## src/rtl/mc_control_fsm_if.sv

```systemverilog
// Control bus between the multicycle controller and the CPU datapath.
// The controller (master) drives the selects and enables; the datapath returns IR opcode, ALU flag and memory ready.
interface mc_control_fsm_if;
    logic [5:0] opcode;
    logic       Beq_alu;
    logic       mem_ready;
    logic [3:0] ALU_selection;
    logic       ALU_srcA;
    logic [1:0] ALU_srcB;
    logic       PC_write;
    logic [1:0] PC_src;
    logic       IR_write;
    logic       Mem_read;
    logic       Mem_write;
    logic       IorD;
    logic       Reg_write;
    logic       RegDst;
    logic       MemtoReg;
    logic       illegal_op;
    logic       mem_timeout;
    logic [3:0] state;

    modport master (
        input  opcode, Beq_alu, mem_ready,
        output ALU_selection, ALU_srcA, ALU_srcB,
        output PC_write, PC_src, IR_write,
        output Mem_read, Mem_write, IorD,
        output Reg_write, RegDst, MemtoReg,
        output illegal_op, mem_timeout, state
    );

    modport slave (
        output opcode, Beq_alu, mem_ready,
        input  ALU_selection, ALU_srcA, ALU_srcB,
        input  PC_write, PC_src, IR_write,
        input  Mem_read, Mem_write, IorD,
        input  Reg_write, RegDst, MemtoReg,
        input  illegal_op, mem_timeout, state
    );
endinterface

```

## src/rtl/mc_control_fsm.sv

```systemverilog
// Multicycle CPU control unit: sequences fetch/decode/execute/memory/writeback.
// Moore decode from state and latched opcode; only memory-ready and branch-flag gate enables directly.
module mc_control_fsm #(
    parameter int MAX_WAIT = 255,
    parameter int WAIT_W   = 8
) (
    input  logic              clk,
    input  logic              rst_n,
    mc_control_fsm_if.master  bus
);

    typedef enum logic [3:0] {
        S_RST    = 4'd0,
        S_FETCH  = 4'd1,
        S_DECODE = 4'd2,
        S_EXEC   = 4'd3,
        S_ALUWB  = 4'd4,
        S_MADDR  = 4'd5,
        S_MRD    = 4'd6,
        S_MWB    = 4'd7,
        S_MWR    = 4'd8,
        S_BRANCH = 4'd9,
        S_JUMP   = 4'd10
    } state_t;

    localparam logic [WAIT_W-1:0] LAST = WAIT_W'(MAX_WAIT - 1);

    state_t            st;
    logic [5:0]        op_q;
    logic [WAIT_W-1:0] wait_cnt;
    logic              timeout_q;

    logic alu_nib_ok;
    logic is_alu;
    logic is_mem;
    logic is_beq;
    logic is_j;
    logic expired;
    logic imm_q;

    // Classify the live opcode; only consulted while in DECODE.
    always_comb begin
        alu_nib_ok = 1'b0;
        case (bus.opcode[3:0])
            4'h0, 4'h1, 4'h2, 4'h3,
            4'h4, 4'h5, 4'h7, 4'h9: alu_nib_ok = 1'b1;
            default:                alu_nib_ok = 1'b0;
        endcase
        is_alu = alu_nib_ok && !bus.opcode[4];
        is_alu = is_alu && (bus.opcode[5:4] != 2'b11);
        is_mem = (bus.opcode[5:1] == 5'b01000);
        is_beq = (bus.opcode == 6'b010010);
        is_j   = (bus.opcode == 6'b010011);
    end

    assign expired = !bus.mem_ready && (wait_cnt == LAST);
    assign imm_q   = (op_q[5:4] == 2'b10);

    // State, latched opcode, memory wait counter and sticky timeout flag.
    always_ff @(posedge clk or negedge rst_n) begin
        if (!rst_n) begin
            st        <= S_RST;
            op_q      <= '0;
            wait_cnt  <= '0;
            timeout_q <= 1'b0;
        end else begin
            wait_cnt <= '0;
            case (st)
                S_RST: st <= S_FETCH;
                S_FETCH: begin
                    if (bus.mem_ready) begin
                        st <= S_DECODE;
                    end else if (expired) begin
                        timeout_q <= 1'b1;
                        st        <= S_FETCH;
                    end else begin
                        wait_cnt <= wait_cnt + 1'b1;
                    end
                end
                S_DECODE: begin
                    op_q <= bus.opcode;
                    unique case (1'b1)
                        is_alu:  st <= S_EXEC;
                        is_mem:  st <= S_MADDR;
                        is_beq:  st <= S_BRANCH;
                        is_j:    st <= S_JUMP;
                        default: st <= S_FETCH;
                    endcase
                end
                S_EXEC:  st <= S_ALUWB;
                S_ALUWB: st <= S_FETCH;
                S_MADDR: st <= op_q[0] ? S_MWR : S_MRD;
                S_MRD: begin
                    if (bus.mem_ready) begin
                        st <= S_MWB;
                    end else if (expired) begin
                        timeout_q <= 1'b1;
                        st        <= S_FETCH;
                    end else begin
                        wait_cnt <= wait_cnt + 1'b1;
                    end
                end
                S_MWB: st <= S_FETCH;
                S_MWR: begin
                    if (bus.mem_ready) begin
                        st <= S_FETCH;
                    end else if (expired) begin
                        timeout_q <= 1'b1;
                        st        <= S_FETCH;
                    end else begin
                        wait_cnt <= wait_cnt + 1'b1;
                    end
                end
                S_BRANCH: st <= S_FETCH;
                S_JUMP:   st <= S_FETCH;
                default:  st <= S_RST;
            endcase
        end
    end

    // Datapath controls decoded from the current state and latched opcode.
    always_comb begin
        bus.ALU_selection = 4'b0000;
        bus.ALU_srcA      = 1'b0;
        bus.ALU_srcB      = 2'b00;
        bus.PC_write      = 1'b0;
        bus.PC_src        = 2'b00;
        bus.IR_write      = 1'b0;
        bus.Mem_read      = 1'b0;
        bus.Mem_write     = 1'b0;
        bus.IorD          = 1'b0;
        bus.Reg_write     = 1'b0;
        bus.RegDst        = 1'b0;
        bus.MemtoReg      = 1'b0;
        bus.illegal_op    = 1'b0;
        case (st)
            S_FETCH: begin
                bus.Mem_read      = 1'b1;
                bus.ALU_selection = 4'b0010;
                bus.ALU_srcB      = 2'b01;
                bus.IR_write      = bus.mem_ready;
                bus.PC_write      = bus.mem_ready;
            end
            S_DECODE: begin
                bus.ALU_selection = 4'b0010;
                bus.ALU_srcB      = 2'b11;
                bus.illegal_op    = !(is_alu || is_mem || is_beq || is_j);
            end
            S_EXEC: begin
                bus.ALU_selection = op_q[3:0];
                bus.ALU_srcA      = 1'b1;
                bus.ALU_srcB      = imm_q ? 2'b10 : 2'b00;
            end
            S_ALUWB: begin
                bus.Reg_write = 1'b1;
                bus.RegDst    = !imm_q;
            end
            S_MADDR: begin
                bus.ALU_selection = 4'b0010;
                bus.ALU_srcA      = 1'b1;
                bus.ALU_srcB      = 2'b10;
            end
            S_MRD: begin
                bus.Mem_read = 1'b1;
                bus.IorD     = 1'b1;
            end
            S_MWB: begin
                bus.Reg_write = 1'b1;
                bus.MemtoReg  = 1'b1;
            end
            S_MWR: begin
                bus.Mem_write = 1'b1;
                bus.IorD      = 1'b1;
            end
            S_BRANCH: begin
                bus.ALU_selection = 4'b0011;
                bus.ALU_srcA      = 1'b1;
                bus.PC_src        = 2'b01;
                bus.PC_write      = bus.Beq_alu;
            end
            S_JUMP: begin
                bus.PC_src   = 2'b10;
                bus.PC_write = 1'b1;
            end
            default: ;
        endcase
    end

    assign bus.mem_timeout = timeout_q;
    assign bus.state       = st;

endmodule

```

## src/flat_wrapper.sv

```systemverilog
// flat-port wrapper written by rule: the top's interface ports become plain ports
module mc_control_fsm_flat 
#(
    parameter int MAX_WAIT = 255,
    parameter int WAIT_W   = 8
)
  (clk, rst_n, bus_opcode, bus_Beq_alu, bus_mem_ready, bus_ALU_selection, bus_ALU_srcA, bus_ALU_srcB, bus_PC_write, bus_PC_src, bus_IR_write, bus_Mem_read, bus_Mem_write, bus_IorD, bus_Reg_write, bus_RegDst, bus_MemtoReg, bus_illegal_op, bus_mem_timeout, bus_state);
  mc_control_fsm_if bus_i ();
  input  logic clk;
  input  logic rst_n;
  input wire logic [$bits(bus_i.opcode)-1:0] bus_opcode;
  input wire logic [$bits(bus_i.Beq_alu)-1:0] bus_Beq_alu;
  input wire logic [$bits(bus_i.mem_ready)-1:0] bus_mem_ready;
  output wire logic [$bits(bus_i.ALU_selection)-1:0] bus_ALU_selection;
  output wire logic [$bits(bus_i.ALU_srcA)-1:0] bus_ALU_srcA;
  output wire logic [$bits(bus_i.ALU_srcB)-1:0] bus_ALU_srcB;
  output wire logic [$bits(bus_i.PC_write)-1:0] bus_PC_write;
  output wire logic [$bits(bus_i.PC_src)-1:0] bus_PC_src;
  output wire logic [$bits(bus_i.IR_write)-1:0] bus_IR_write;
  output wire logic [$bits(bus_i.Mem_read)-1:0] bus_Mem_read;
  output wire logic [$bits(bus_i.Mem_write)-1:0] bus_Mem_write;
  output wire logic [$bits(bus_i.IorD)-1:0] bus_IorD;
  output wire logic [$bits(bus_i.Reg_write)-1:0] bus_Reg_write;
  output wire logic [$bits(bus_i.RegDst)-1:0] bus_RegDst;
  output wire logic [$bits(bus_i.MemtoReg)-1:0] bus_MemtoReg;
  output wire logic [$bits(bus_i.illegal_op)-1:0] bus_illegal_op;
  output wire logic [$bits(bus_i.mem_timeout)-1:0] bus_mem_timeout;
  output wire logic [$bits(bus_i.state)-1:0] bus_state;
  assign bus_i.opcode = bus_opcode;
  assign bus_i.Beq_alu = bus_Beq_alu;
  assign bus_i.mem_ready = bus_mem_ready;
  assign bus_ALU_selection = bus_i.ALU_selection;
  assign bus_ALU_srcA = bus_i.ALU_srcA;
  assign bus_ALU_srcB = bus_i.ALU_srcB;
  assign bus_PC_write = bus_i.PC_write;
  assign bus_PC_src = bus_i.PC_src;
  assign bus_IR_write = bus_i.IR_write;
  assign bus_Mem_read = bus_i.Mem_read;
  assign bus_Mem_write = bus_i.Mem_write;
  assign bus_IorD = bus_i.IorD;
  assign bus_Reg_write = bus_i.Reg_write;
  assign bus_RegDst = bus_i.RegDst;
  assign bus_MemtoReg = bus_i.MemtoReg;
  assign bus_illegal_op = bus_i.illegal_op;
  assign bus_mem_timeout = bus_i.mem_timeout;
  assign bus_state = bus_i.state;
  mc_control_fsm #(.MAX_WAIT(MAX_WAIT), .WAIT_W(WAIT_W)) u_core (.clk(clk), .rst_n(rst_n), .bus(bus_i));
endmodule
```

## config.mk

```make
export PLATFORM = sky130hd
export DESIGN_NAME = mc_control_fsm_flat
export DESIGN_NICKNAME = d
export VERILOG_FILES = /design/src/rtl/mc_control_fsm_if.sv /design/src/rtl/mc_control_fsm.sv /design/src/flat_wrapper.sv
export SDC_FILE = /design/constraint.sdc
export NUM_CORES = 1
export LEC_CHECK = 0
export CORE_MARGIN = 5
export CORE_UTILIZATION = 47
export CTS_CLUSTER_DIAMETER = 100
export DETAILED_ROUTE_END_ITERATION = 10
export GPL_ROUTABILITY_DRIVEN = 1
export PLACE_DENSITY_LB_ADDON = 0.1
export SYNTH_ARGS = -nofsm -noshare
export SYNTH_HDL_FRONTEND = slang
export SYNTH_SLANG_ARGS = --single-unit
export TNS_END_PERCENT = 50
```

## constraint.sdc

```tcl
create_clock -name clk -period 2.1 [get_ports clk]
set_input_delay 0.525 -clock clk [delete_from_list [all_inputs] [get_ports clk]]
set_output_delay 0.525 -clock clk [all_outputs]
set_load 0.02 [all_outputs]
```

==> results of run 1 <==
-- logic make-up (layout without fill, tap and decap cells) --
kind of cell	after synthesis	count (layout)	share of synthesized area (%)
simple gates	71	71	30.6
buf+inv	10	92	3.83
flops	19	19	37.3
compound gates	23	23	15.2
fa+ha+maj	2	2	1.96
xor+xnor	7	7	4.81
mux	7	7	6.19
-- placed cells by master (no fill, tap or decap), types with 3 or more instances in the layout --
master and count:
a21o_1 3, buf_2 4, buf_4 53, buf_6 10, clkbuf_2 4, clkbuf_4 3
clkdlybuf4s50_1 4, dfrtp_1 16, dfrtp_2 3, dlygate4sd2_1 7, inv_1 3, mux2_2 7
nand2_1 12, nand2b_4 3, nand3_1 4, nor2_1 16, nor2b_1 3, xor2_1 5
-- power by group through the flow --
stage	clock network [µW]	registers, µW	logic [µW]
floorplan	0	578	817
global placement	0	588	1550
detailed placement	0	594	1580
CTS	199	562	1750
global route	217	570	2120
finish	193	556	1990
-- final cells by class --
cell class / instances / area (µm²) / share of cell area (%)
inverter: 4 / 17.5 / 0.831
clock inverter: 1 / 7.51 / 0.356
timing repair buffer: 84 / 677 / 32.1
tap: 30 / 37.5 / 1.78
sequential: 19 / 479 / 22.7
clock buffer: 3 / 22.5 / 1.07
multi-input combinational: 110 / 866 / 41.1
-- flip-flops by register name (all words and copies together), names as in the netlist --
register                cells
u_core.op_q                 6
u_core.bus.state            4
u_core.bus.mem_timeout      1
u_core.wait_cnt             8
-- repair_timing --
action | in CTS | in global routing
setup endpoints to repair | 21 | 17
gates resized for setup | 95 | 41
pin swaps | 3 | 6
buffers inserted | 11 | 5
-- per-stage QoR --
step	setup slack (ns)	utilization, %
after global placement	-0.543	73.6
final	-0.145	82.8
after floorplan	-0.0738	-
after global routing	-0.228	82.8
after detailed placement	-0.570	73.6
after CTS	-0.120	79.3
-- metal layers --
metal | vias up | part of all wire [%] | wire length, µm
met1 | 672 | 41 | 1640
li1 | 660 | - | -
met2 | 53 | 51 | 2070
met5 | - | 0 | 0
met3 | 8 | 6.4 | 256
met4 | 0 | 1.7 | 69
-- worst max-delay path, delay by kind of cell, from the launching register on --
family                 cells  cell delay, ns
DFF                        1            0.44
and+or+nand+nor            2            0.44
buffers and inverters      3            0.41
AOI/OAI and AO/OA          1            0.12
-- final timing paths --
kind                                                     from                                 end  depth (start not counted)
setup / recovery                u_core.bus.state[2]$_DFF_PN0_                            bus_IorD                          6
hold / removal             u_core.bus.mem_timeout$_DFFE_PN0P_  u_core.bus.mem_timeout$_DFFE_PN0P_                          1
setup reg to reg                u_core.bus.state[2]$_DFF_PN0_  u_core.bus.mem_timeout$_DFFE_PN0P_                          8
hold reg to reg            u_core.bus.mem_timeout$_DFFE_PN0P_  u_core.bus.mem_timeout$_DFFE_PN0P_                          1
max in group asynchronous                               rst_n          u_core.op_q[5]$_DFFE_PN0P_                          2
min in group asynchronous                               rst_n        u_core.wait_cnt[0]$_DFF_PN0_                          2
==> results.ini, run 1 <==
[setup_path]
startpoint_type = register
crit_path_end_kind = output pin
critPathSlowestCell = dfrtp_2
cp.arrival_ns = 1.72
crit_chain = buf_6 > buf_6 > or3_4 > o21a_1 > nor2_1 > buf_4
critPathMaxStageDelay_ns = 0.44
cp_max_fo = 5
crit_type = reg2out
rrSetupSlack_ns = 0.37
path_common_cell = buf_6
cp.required_ns = 1.57

[outcome]
violations = negative setup slack
status = complete, but fails checks

[clocking]
postCtsHoldBufs = 0
path_clk_slew_ns = 0.12
cts_buffer_depth = 2
clockRootBuffer = clkbuf_4
cts_made_buffers = 3
htreeDepth = 1
cts_tree = yes
clock_sink_count = 19
clk_latency_ns = 0.31

[power]
switchingPower_uw = 1170
p_leak_uw = 0.00100
p_int_uw = 1570
switching_share_pct = 42.6
pwr_density_cell_nw_per_um2 = 1300
pwr-share-seq_pct = 20.3
total_power_uw = 2740
clkPwrFrac_pct = 7.1
power_frac_comb_pct = 72.7
peakVddDrop_mv = 1.02

[route]
drt-vias-per-instance = 5.55
drcViolationCount = 0
wl_per_cell_um = 16.1
dr.pass1.iters = 4
dr.first_iter.drc_count = 64
wl_um = 4030
ant_nets = 0
vias = 1393

[yosys]
synthCells = 139
ys_seq_elements = 19
yosys-top-cells-area = dfrtp_1, mux2_2, nor2_1
ys_types = 46
netlist_top_cells_count = dfrtp_1, nor2_1, nand2_1, mux2_2
seq_area_frac_synth_pct = 37.3
synth-warning-count = 0
synth_nets = 151
synth_area_um2 = 1270
post-synth-top-area-fraction_pct = 37.3
async_flop_share_pct = 100
synth_largest_area_cell = dfrtp_1
synth_ff_type = dfrtp_1
syn_area_per_cell_um2 = 9.16
synth_edf_count = 0

[placed_design]
dpl.cell_count = 231
io_buffers = 32
postPlaceCellArea_um2 = 1870
hpwlAfterDp_um = 2650
gp_congestion = 0.843

[global_route]
top_usage_layer = met2
overflow = 0
grtUsageMet3_pct = 2.89
use_met1_pct = 25.4
grt_pass1_wl_um = 6040
grt_usage_pct = 21.0
first_global_vias = 1397
grt_start_max_net_pins = 20
grt_antenna_before_repair = 0
use_met2_pct = 38.5

[timing]
setup_slack_ns = -0.145
setup_viol = 6
min_period_ns = 2.25
hold_viol_final = 0
min_period_over_period_pct = 107
fmaxAchievable_mhz = 445
fin_skew_ns = 0.0178
worst_slew_margin_rel_pct = 74.2
grt_setup_unrepaired = true
setup_tns_ns = -0.429
holdWs_ns = 0.496
worst_slew_pin_slew_ns = 0.383
slew_viol_final = 0

[hold_path]
hold_path_class = reg2reg

[floorplanning]
die_y_um = 62.1
io_pins = 33
die_area_um2 = 3850
die_w_um = 62.1
design.core.area_um2 = 2540
rows = 18
initial_core_util_pct = 50.0

[cells_and_area]
design_area_um2 = 2110
layout.nets = 234
n_antenna_cell = 0
fin_cells = 251
drive_gt1_share_pct = 51.6
n_fill_cell = 168
area_growth_syn_to_layout_pct = 65.4

[job]
cap_violations = 0

Note: power is estimated with default switching activity, not from simulation.
==> inputs of run 2 (changes only) <==
--- a/config.mk
+++ b/config.mk
@@ -6,7 +6,7 @@
 export NUM_CORES = 1
 export LEC_CHECK = 0
 export CORE_MARGIN = 5
-export CORE_UTILIZATION = 47
+export CORE_UTILIZATION = 30
 export CTS_CLUSTER_DIAMETER = 100
 export DETAILED_ROUTE_END_ITERATION = 10
 export GPL_ROUTABILITY_DRIVEN = 1
==> run 2 against run 1 <==
  * The flow now finishes without violations
  * Flip-flop and latch count stayed put
  * Combinational power is 14% lower
  * Sequential power is 1% lower
  * First-iteration DRC count is 17% lower
  * Final cell count is 3.2% higher
  * Design area is 4.0% lower
  * Sequential share of layout area is 0.83 points higher
  * Worst setup slack better by 0.19 ns
  * Largest cell class unchanged
==> results.ini, run 2 (synthesized netlist as in run 1, its figures left out) <==
[placed_design]
io_buffers = 32
hpwlAfterDp_um = 2950
place_ws_ns = -0.611
gp_congestion = 0.839
postPlaceCellArea_um2 = 1920

[timing]
fin_skew_ns = 0.0102
setup_tns_ns = 0
setup_viol = 0
setup_slack_ns = 0.0448
worst_slew_margin_rel_pct = 71.1
min_period_ns = 2.06
min_period_over_period_pct = 97.9
worst_slew_pin_slew_ns = 0.430
hold_viol_final = 0
fmaxAchievable_mhz = 487
slew_viol_final = 0
grt_setup_unrepaired = true

[clocking]
clock_sink_count = 19
cts_made_buffers = 3
clk_latency_ns = 0.26
cts_buffer_depth = 2
cts_tree = yes
path_clk_slew_ns = 0.08
postCtsHoldBufs = 0
clockRootBuffer = clkbuf_8
htreeDepth = 1

[cells_and_area]
layout.nets = 222
largest_register = u_core.wait_cnt
drive_gt1_share_pct = 43.1
multi_input_area_um2 = 821
design_area_um2 = 2020
largest_register_ffs = 8
n_antenna_cell = 0
layout_commonest_cell = buf_4
seq_area_um2 = 477
final_cell_mix = buf_4, nor2_1, dfrtp_1, nand2_1, mux2_2
area_growth_syn_to_layout_pct = 58.7
n_fill_cell = 407

[floorplanning]
die_w_um = 75.2
rows = 23
design.core.area_um2 = 4060
io_pins = 33
initial_core_util_pct = 31.4
die_y_um = 75.2
die_area_um2 = 5650

[route]
dr.pass1.iters = 4
ant_nets = 0
wl_um = 3640
drt-vias-per-instance = 4.93
dr.first_iter.drc_count = 53
wl_per_cell_um = 14.1
vias = 1277
drcViolationCount = 0

[setup_path]
crit_type = reg2out
crit_path_end_kind = output pin
cp.arrival_ns = 1.53
cp_max_fo = 12
startpoint_type = register
cp.required_ns = 1.57

[power]
pwr_density_cell_nw_per_um2 = 1250
p_leak_uw = 0.000974
total_power_uw = 2530
peakVddDrop_mv = 0.459

[outcome]
status = finished clean

[hold_path]
hold_path_class = reg2reg

[global_route]
first_global_vias = 1287
grt_start_max_net_pins = 20
grt_antenna_before_repair = 0
grt_pass1_wl_um = 5990
overflow = 0
grt_usage_pct = 13.7

[job]
cap_violations = 0

run 2: layout make-up:
cell class	count	share of cell area, %
Clock inverter	1	0.371
Inverter	4	0.866
Sequential cell	19	23.6
Multi-Input combinational cell	110	40.6
Timing Repair Buffer	72	29.5
Clock buffer	3	2.04
Tap cell	50	3.09
run 2: routing by layer:
| metal | track usage, % | share of wire, % |
|---|---|---|
| met4 | 3.50 | 1.2 |
| met1 | 18.5 | 47 |
| met2 | 23.1 | 47 |
| met3 | 2.00 | 4.5 |
| met5 | 0 | 0 |
run 2: worst max-delay path, stage by stage, from the launching register on:
cell and delay (ns):
dfrtp_1 0.40, buf_12 0.15, or3_4 0.37, o21a_1 0.11, nor2_1 0.08, buf_4 0.14
run 2: through the flow:
step / hold slack (ns) / cells / util, %
after floorplan: 0.229 / 139 / -
after global placement: 0.449 / 252 / 47.3
after detailed placement: 0.459 / 252 / 47.3
after CTS: 0.478 / 257 / 48.4
after global routing: 0.493 / 259 / 49.8
final: 0.466 / 259 / 49.8
run 2: final timing paths:
check | start | endpoint | slack, ns | depth (start not counted)
min | u_core.bus.mem_timeout$_DFFE_PN0P_ | u_core.bus.mem_timeout$_DFFE_PN0P_ | 0.47 | 1
max | u_core.bus.state[2]$_DFF_PN0_ | bus_IorD | 0.04 | 5
max in group asynchronous | rst_n | u_core.bus.state[0]$_DFF_PN0_ | 1.28 | 2
max reg2reg | u_core.bus.state[2]$_DFF_PN0_ | u_core.wait_cnt[3]$_DFF_PN0_ | 0.49 | 6
min in group asynchronous | rst_n | u_core.wait_cnt[4]$_DFF_PN0_ | 0.59 | 2
min reg2reg | u_core.bus.mem_timeout$_DFFE_PN0P_ | u_core.bus.mem_timeout$_DFFE_PN0P_ | 0.47 | 1
run 2: power breakdown:
part	leakage (µW)	internal, µW	switching, µW
registers	0.000246	469	79.1
clock network	0.0000217	134	128
logic	0.000706	881	841
total	0.000974	1480	1050
run 2: what timing repair did:
item	4_1_cts	5_1_grt
resized for setup	79	30
buffers inserted	1	2
setup endpoints to repair	18	19
pin swaps	1	2
==> RTL edit 1, RTL diff (config.mk and constraints of run 1) <==
`WAIT_W` is set to 8 in 2 places; all go to 10.
--- a/src/rtl/mc_control_fsm.sv
+++ b/src/rtl/mc_control_fsm.sv
@@ -2,7 +2,7 @@
 // Moore decode from state and latched opcode; only memory-ready and branch-flag gate enables directly.
 module mc_control_fsm #(
     parameter int MAX_WAIT = 255,
-    parameter int WAIT_W   = 8
+    parameter int WAIT_W   = 10
 ) (
     input  logic              clk,
     input  logic              rst_n,
--- a/src/flat_wrapper.sv
+++ b/src/flat_wrapper.sv
@@ -2,7 +2,7 @@
 module mc_control_fsm_flat 
 #(
     parameter int MAX_WAIT = 255,
-    parameter int WAIT_W   = 8
+    parameter int WAIT_W   = 10
 )
   (clk, rst_n, bus_opcode, bus_Beq_alu, bus_mem_ready, bus_ALU_selection, bus_ALU_srcA, bus_ALU_srcB, bus_PC_write, bus_PC_src, bus_IR_write, bus_Mem_read, bus_Mem_write, bus_IorD, bus_Reg_write, bus_RegDst, bus_MemtoReg, bus_illegal_op, bus_mem_timeout, bus_state);
   mc_control_fsm_if bus_i ();
Formal check against the unedited RTL: no difference found for any inputs over 10 cycles, from zero or initial values and one cycle with rst_n low; that may be too few to reach the edited logic, so the function may still have changed.
==> RTL edit 1 against run 1 <==
The flow still finishes with violations (setup timing). Wire length decreased by 10%. Synthesized area up 8.3%. Count of clock-buffer cells in the layout unchanged. Design area is 6.2% lower. Setup slack improved by 0.11 ns. Total power fell by 16%. Sequential cell count is 2 higher. Clock skew shrank 0.016 ns. Synthesized cell count is 10% higher. Hold slack worse by 0.019 ns. Register-to-register slack hardly changed. First-iteration DRC count is 3.1% higher. Critical path type is now in -> out. Critical endpoint is now bus_illegal_op. Largest power group unchanged.
==> RTL edit 1: results (changes against run 1) <==
Yosys
  • Post-synthesis compound-gate area fraction: 13.4% (was 15.2%)
  • Top cells by count, synth: 21 x dfrtp_1, 21 x nor2_1 (was 19 x dfrtp_1, 19 x nor2_1, 13 x nand2_1, 7 x mux2_2)
  • Post-synthesis xor/xnor area fraction: 5.71% (was 4.81%)
  • Yosys cell types: 43 (was 46)
  • Post-Synth Adder-Cell Area: 1.81% (was 1.96%)
  • Proportion of synthesized area in mux cells: 5.53% (was 6.19%)
  • Synth Net Count: 165 (was 151)
  • Synthesized area per cell: 9.02 um^2 (was 9.16 um^2)
  • Seq/Total Area, Yosys: 38.1% (was 37.3%)

Drt
  • Drt first-iter violations: 66 (was 64)
  • Wire length per cell: 14.7 um (was 16.1 um)
  • Final WL: 3620 um (was 4030 um)

Power and ir drop
  • Internal power: 1300 uW (was 1570 uW)
  • Leakage power: 0.000976 uW (was 0.00100 uW)
  • Worst vdd ir: 0.896 mV (was 1.02 mV)

Layout
  • Final #Nets: 229 (was 234)
  • Max reg flops: 10 (was 8)
  • Share of layout cells above drive strength 1: 35.6% (was 51.6%)

Critical path
  • Worst EP arrival: 1.61 ns (was 1.72 ns)
  • Peak fanout along the critical path: 2 (was 5)
  • Crit path largest cell delay: 0.54 ns (was 0.44 ns)

Global route
  • Number of global-route vias before repair: 1343 (was 1397)
  • First-pass GRT wire length: 6120 um (was 6040 um)
  • Largest net degree at the start of global routing: 22 (was 20)

Placement
  • Placed insts: 241 (was 231)
  • Post-DP Area: 0.00195 mm^2 (was 0.00187 mm^2)
  • Placed wire-length estimate: 2670 um (was 2650 um)

Status
  • Violated checks: setup timing (unchanged)
  • Status: complete, but fails checks (unchanged)

Timing
  • Final count of negative-setup-slack endpoints: 1 (was 6)
  • Worst Tran Pin Value: 0.328 ns (was 0.383 ns)
  • Final WS setup: -0.0308 ns (was -0.145 ns)
==> RTL edit 1: worst paths after layout <==
check                           depth (start not counted)                                  to                               start  slack [ns]
max in group asynchronous                               2       u_core.bus.state[3]$_DFF_PN0_                               rst_n        1.32
min in group asynchronous                               2          u_core.op_q[2]$_DFFE_PN0P_                               rst_n        0.54
worst min register to register                          1  u_core.bus.mem_timeout$_DFFE_PN0P_  u_core.bus.mem_timeout$_DFFE_PN0P_        0.48
worst min-delay path                                    1  u_core.bus.mem_timeout$_DFFE_PN0P_  u_core.bus.mem_timeout$_DFFE_PN0P_        0.48
worst max-delay path                                    5                      bus_illegal_op                       bus_opcode[3]       -0.03
worst max register to register                          7       u_core.bus.state[1]$_DFF_PN0_        u_core.wait_cnt[0]$_DFF_PN0_        0.37
==> RTL edit 1: power groups by stage <==
stage | Sequential [uW] | Clock (uW) | Combinational, uW
after floorplan | 611 | 0 | 844
after global placement | 606 | 0 | 1510
after detailed placement | 607 | 0 | 1530
after CTS | 603 | 206 | 1480
after global routing | 621 | 228 | 1640
final | 605 | 203 | 1510
==> RTL edit 1: layer usage <==
| layer | GRT usage, % | vias to the layer above | share of wire (%) |
|---|---|---|---|
| met2 | 31.0 | 41 | 48 |
| met1 | 23.2 | 642 | 47 |
| li1 | - | 681 | - |
| met4 | 3.05 | 0 | 0.63 |
| met3 | 2.45 | 3 | 4.8 |
| met5 | 0 | - | 0 |
==> RTL edit 1: area by class of cell <==
| class | count | area (um^2) | area share, % |
|---|---|---|---|
| tap | 31 | 38.8 | 1.96 |
| multi-input combinational | 118 | 833 | 42.2 |
| sequential | 21 | 529 | 26.8 |
| inverter | 5 | 18.8 | 0.950 |
| clock buffer | 3 | 22.5 | 1.14 |
| clock inverter | 1 | 5.00 | 0.253 |
| timing repair buffer | 68 | 528 | 26.7 |
==> RTL edit 1: repair_timing <==
item	CTS	global route
setup buffers	1	2
resized for setup	73	23
gates cloned	0	0
pin swaps	0	2
setup endpoints to repair	22	16
==> RTL edit 1: through the flow <==
step           power (uW)  setup TNS (ns)  hold slack, ns  worst slack [ns]
6_report             2320         -0.0308           0.477           -0.0308
3_3_place_gp         2120           -1.96           0.437            -0.580
5_1_grt              2490         -0.0688           0.528           -0.0659
3_5_place_dp         2140           -2.60           0.456            -0.609
2_1_floorplan        1460         -0.0122           0.229           -0.0122
4_1_cts              2290          -0.182           0.485            -0.182
==> RTL edit 1: cells by family (layout without fill, tap and decap cells) <==
group                    Yosys count  count (layout)
flip-flops                        21              21
AND/OR/NAND/NOR                   73              73
adder cells (fa/ha/maj)            2               2
multiplexers                       7               7
XOR/XNOR                           9               9
AO/OA/AOI/OAI                     27              27
buffers and inverters             14              77
==> RTL edit 1: critical path, delay by kind of cell <==
family,cells,cell delay (ns)
and+or+nand+nor,3,0.66
buffers and inverters,2,0.41
==> RTL edit 2, RTL diff (config.mk and constraints of run 1) <==
Made on the original files. Make the reset (`rst_n`) synchronous in one clocked block.
--- a/src/rtl/mc_control_fsm.sv
+++ b/src/rtl/mc_control_fsm.sv
@@ -57,7 +57,7 @@
     assign imm_q   = (op_q[5:4] == 2'b10);
 
     // State, latched opcode, memory wait counter and sticky timeout flag.
-    always_ff @(posedge clk or negedge rst_n) begin
+    always_ff @(posedge clk) begin
         if (!rst_n) begin
             st        <= S_RST;
             op_q      <= '0;
Formal check against the unedited RTL: differs if rst_n is asserted again (counterexample within 4 cycles, from zero or initial values and one cycle with rst_n low); with rst_n held inactive, the same outputs for 10 cycles.
==> RTL edit 2 against run 1 <==
The run still ends with setup timing left. Synthesized area fell by 0.98%. Highest routed layer unchanged. Largest cell class unchanged. Sequential cell count did not move. Design area shrank 11%. Wire length shrank 10%. Setup slack improved by 0.12 ns. Sequential share of layout area decreased by 2.0 points. Hold slack got worse by 0.036 ns.
Power is not compared: it rests on default switching activity, and its combinational part moved more than twofold at a synthesized area within 25%.
==> RTL edit 2: results (changes against run 1) <==
Yosys
  • Yosys cell types: 49 (was 46)
  • Post-synthesis xor/xnor area fraction: 5.56% (was 4.81%)
  • Synth Net Count: 170 (was 151)
  • Synthesized area per cell: 7.98 um^2 (was 9.16 um^2)
  • Post-synthesis compound-gate area fraction: 22.9% (was 15.2%)
  • Seq/Total Area, Yosys: 30.2% (was 37.3%)
  • Top cells by count, synth: 20 x nor2_1, 19 x dfxtp_1, 17 x nand2_1, 6 x a21boi_1, 6 x nor3_1 (was 19 x dfrtp_1, 19 x nor2_1, 13 x nand2_1, 7 x mux2_2)
  • Async SR Flop Fraction: 0% (was 100%)
  • Post-Synth Adder-Cell Area: 1.98% (was 1.96%)
  • Proportion of synthesized area in mux cells: 0% (was 6.19%)

Status
  • Violated checks: setup timing (unchanged)
  • Status: complete, but fails checks (unchanged)

Critical path
  • R2R Setup Slk: 0.53 ns (was 0.37 ns)
  • Reg2reg path depth: 5 (was 8)
  • Slowest CP cell: or4b_4 (was dfrtp_2)
  • Reg-to-reg critical path endpoint: u_core.bus.state[1]$_SDFF_PN0_ (was u_core.bus.mem_timeout$_DFFE_PN0P_)
  • Peak fanout along the critical path: 8 (was 5)
  • Crit path largest cell delay: 0.55 ns (was 0.44 ns)
  • FF-to-FF Start: u_core.bus.state[0]$_SDFF_PN0_ (was u_core.bus.state[2]$_DFF_PN0_)

Layout
  • Non-clock buffering overhead: 30.1% (was 32.1%)
  • Seq/total area: 20.7% (was 22.7%)
  • Non-clk bufs: 73 (was 84)
  • Layout fillers: 213 (was 168)
  • Comb_multi_in: 125 (was 110)
  • Share of layout cells above drive strength 1: 36.1% (was 51.6%)
  • Final #Nets: 240 (was 234)
  • Clock Network Area Fraction: 1.47% (was 1.43%)
  • Number of flip-flops and latches: 19 (unchanged)
  • Top reg by flops: u_core.wait_cnt (unchanged)
  • Multi-input logic area: 833 um^2 (was 866 um^2)

Clocking
  • Htree depth: 1 (unchanged)
  • Post-CTS Resized: 57 (was 95)
  • Post-CTS setup buffer count: 2 (was 11)

Min path
  • Hold Path End: u_core.op_q[5]$_SDFFE_PN0P_ (was u_core.bus.mem_timeout$_DFFE_PN0P_)
  • Hold depth: 2 (was 1)

Timing
  • Final WS setup: -0.0232 ns (was -0.145 ns)
  • Setup TNS: -0.0232 ns (was -0.429 ns)
  • Final count of negative-setup-slack endpoints: 1 (was 6)
  • Hold_ws: 0.460 ns (was 0.496 ns)

Global route
  • First-pass GRT wire length: 6190 um (was 6040 um)
  • All-Layer GR Usage: 21.7% (was 21.0%)
  • Number of global-route vias before repair: 1455 (was 1397)

Placement
  • Placed wire-length estimate: 2900 um (was 2650 um)
  • Placed insts: 251 (was 231)

Drt
  • Vias per Instance: 5.47 (was 5.55)
  • Wire length per cell: 14.1 um (was 16.1 um)
  • Drt first-iter violations: 49 (was 64)
RTL edit 2: metal layers:
metal / up-vias / routed length [um] / track usage (%)
met5: - / 0 / 0
met4: 0 / 19 / 7.58
met3: 2 / 216 / 4.55
met2: 41 / 1780 / 38.7
met1: 665 / 1610 / 25.5
li1: 698 / - / -
RTL edit 2: per-stage QoR:
stage	area, um^2	power [uW]	setup slack (ns)
CTS	1900	917	-0.0230
finish	1870	915	-0.0232
global route	1870	974	-0.0687
detailed placement	1860	735	-0.542
global placement	1860	725	-0.507
floorplan	1270	561	-0.00709
RTL edit 2: worst max path at each step:
stage | start | end
6_report | u_core.bus.state[0]$_SDFF_PN0_ | bus_IorD
3_3_place_gp | bus_opcode[1] | bus_illegal_op
4_1_cts | u_core.bus.state[0]$_SDFF_PN0_ | bus_IorD
2_1_floorplan | u_core.bus.state[0]$_SDFF_PN0_ | bus_PC_write
5_1_grt | u_core.bus.state[0]$_SDFF_PN0_ | bus_IorD
3_5_place_dp | bus_opcode[3] | bus_illegal_op
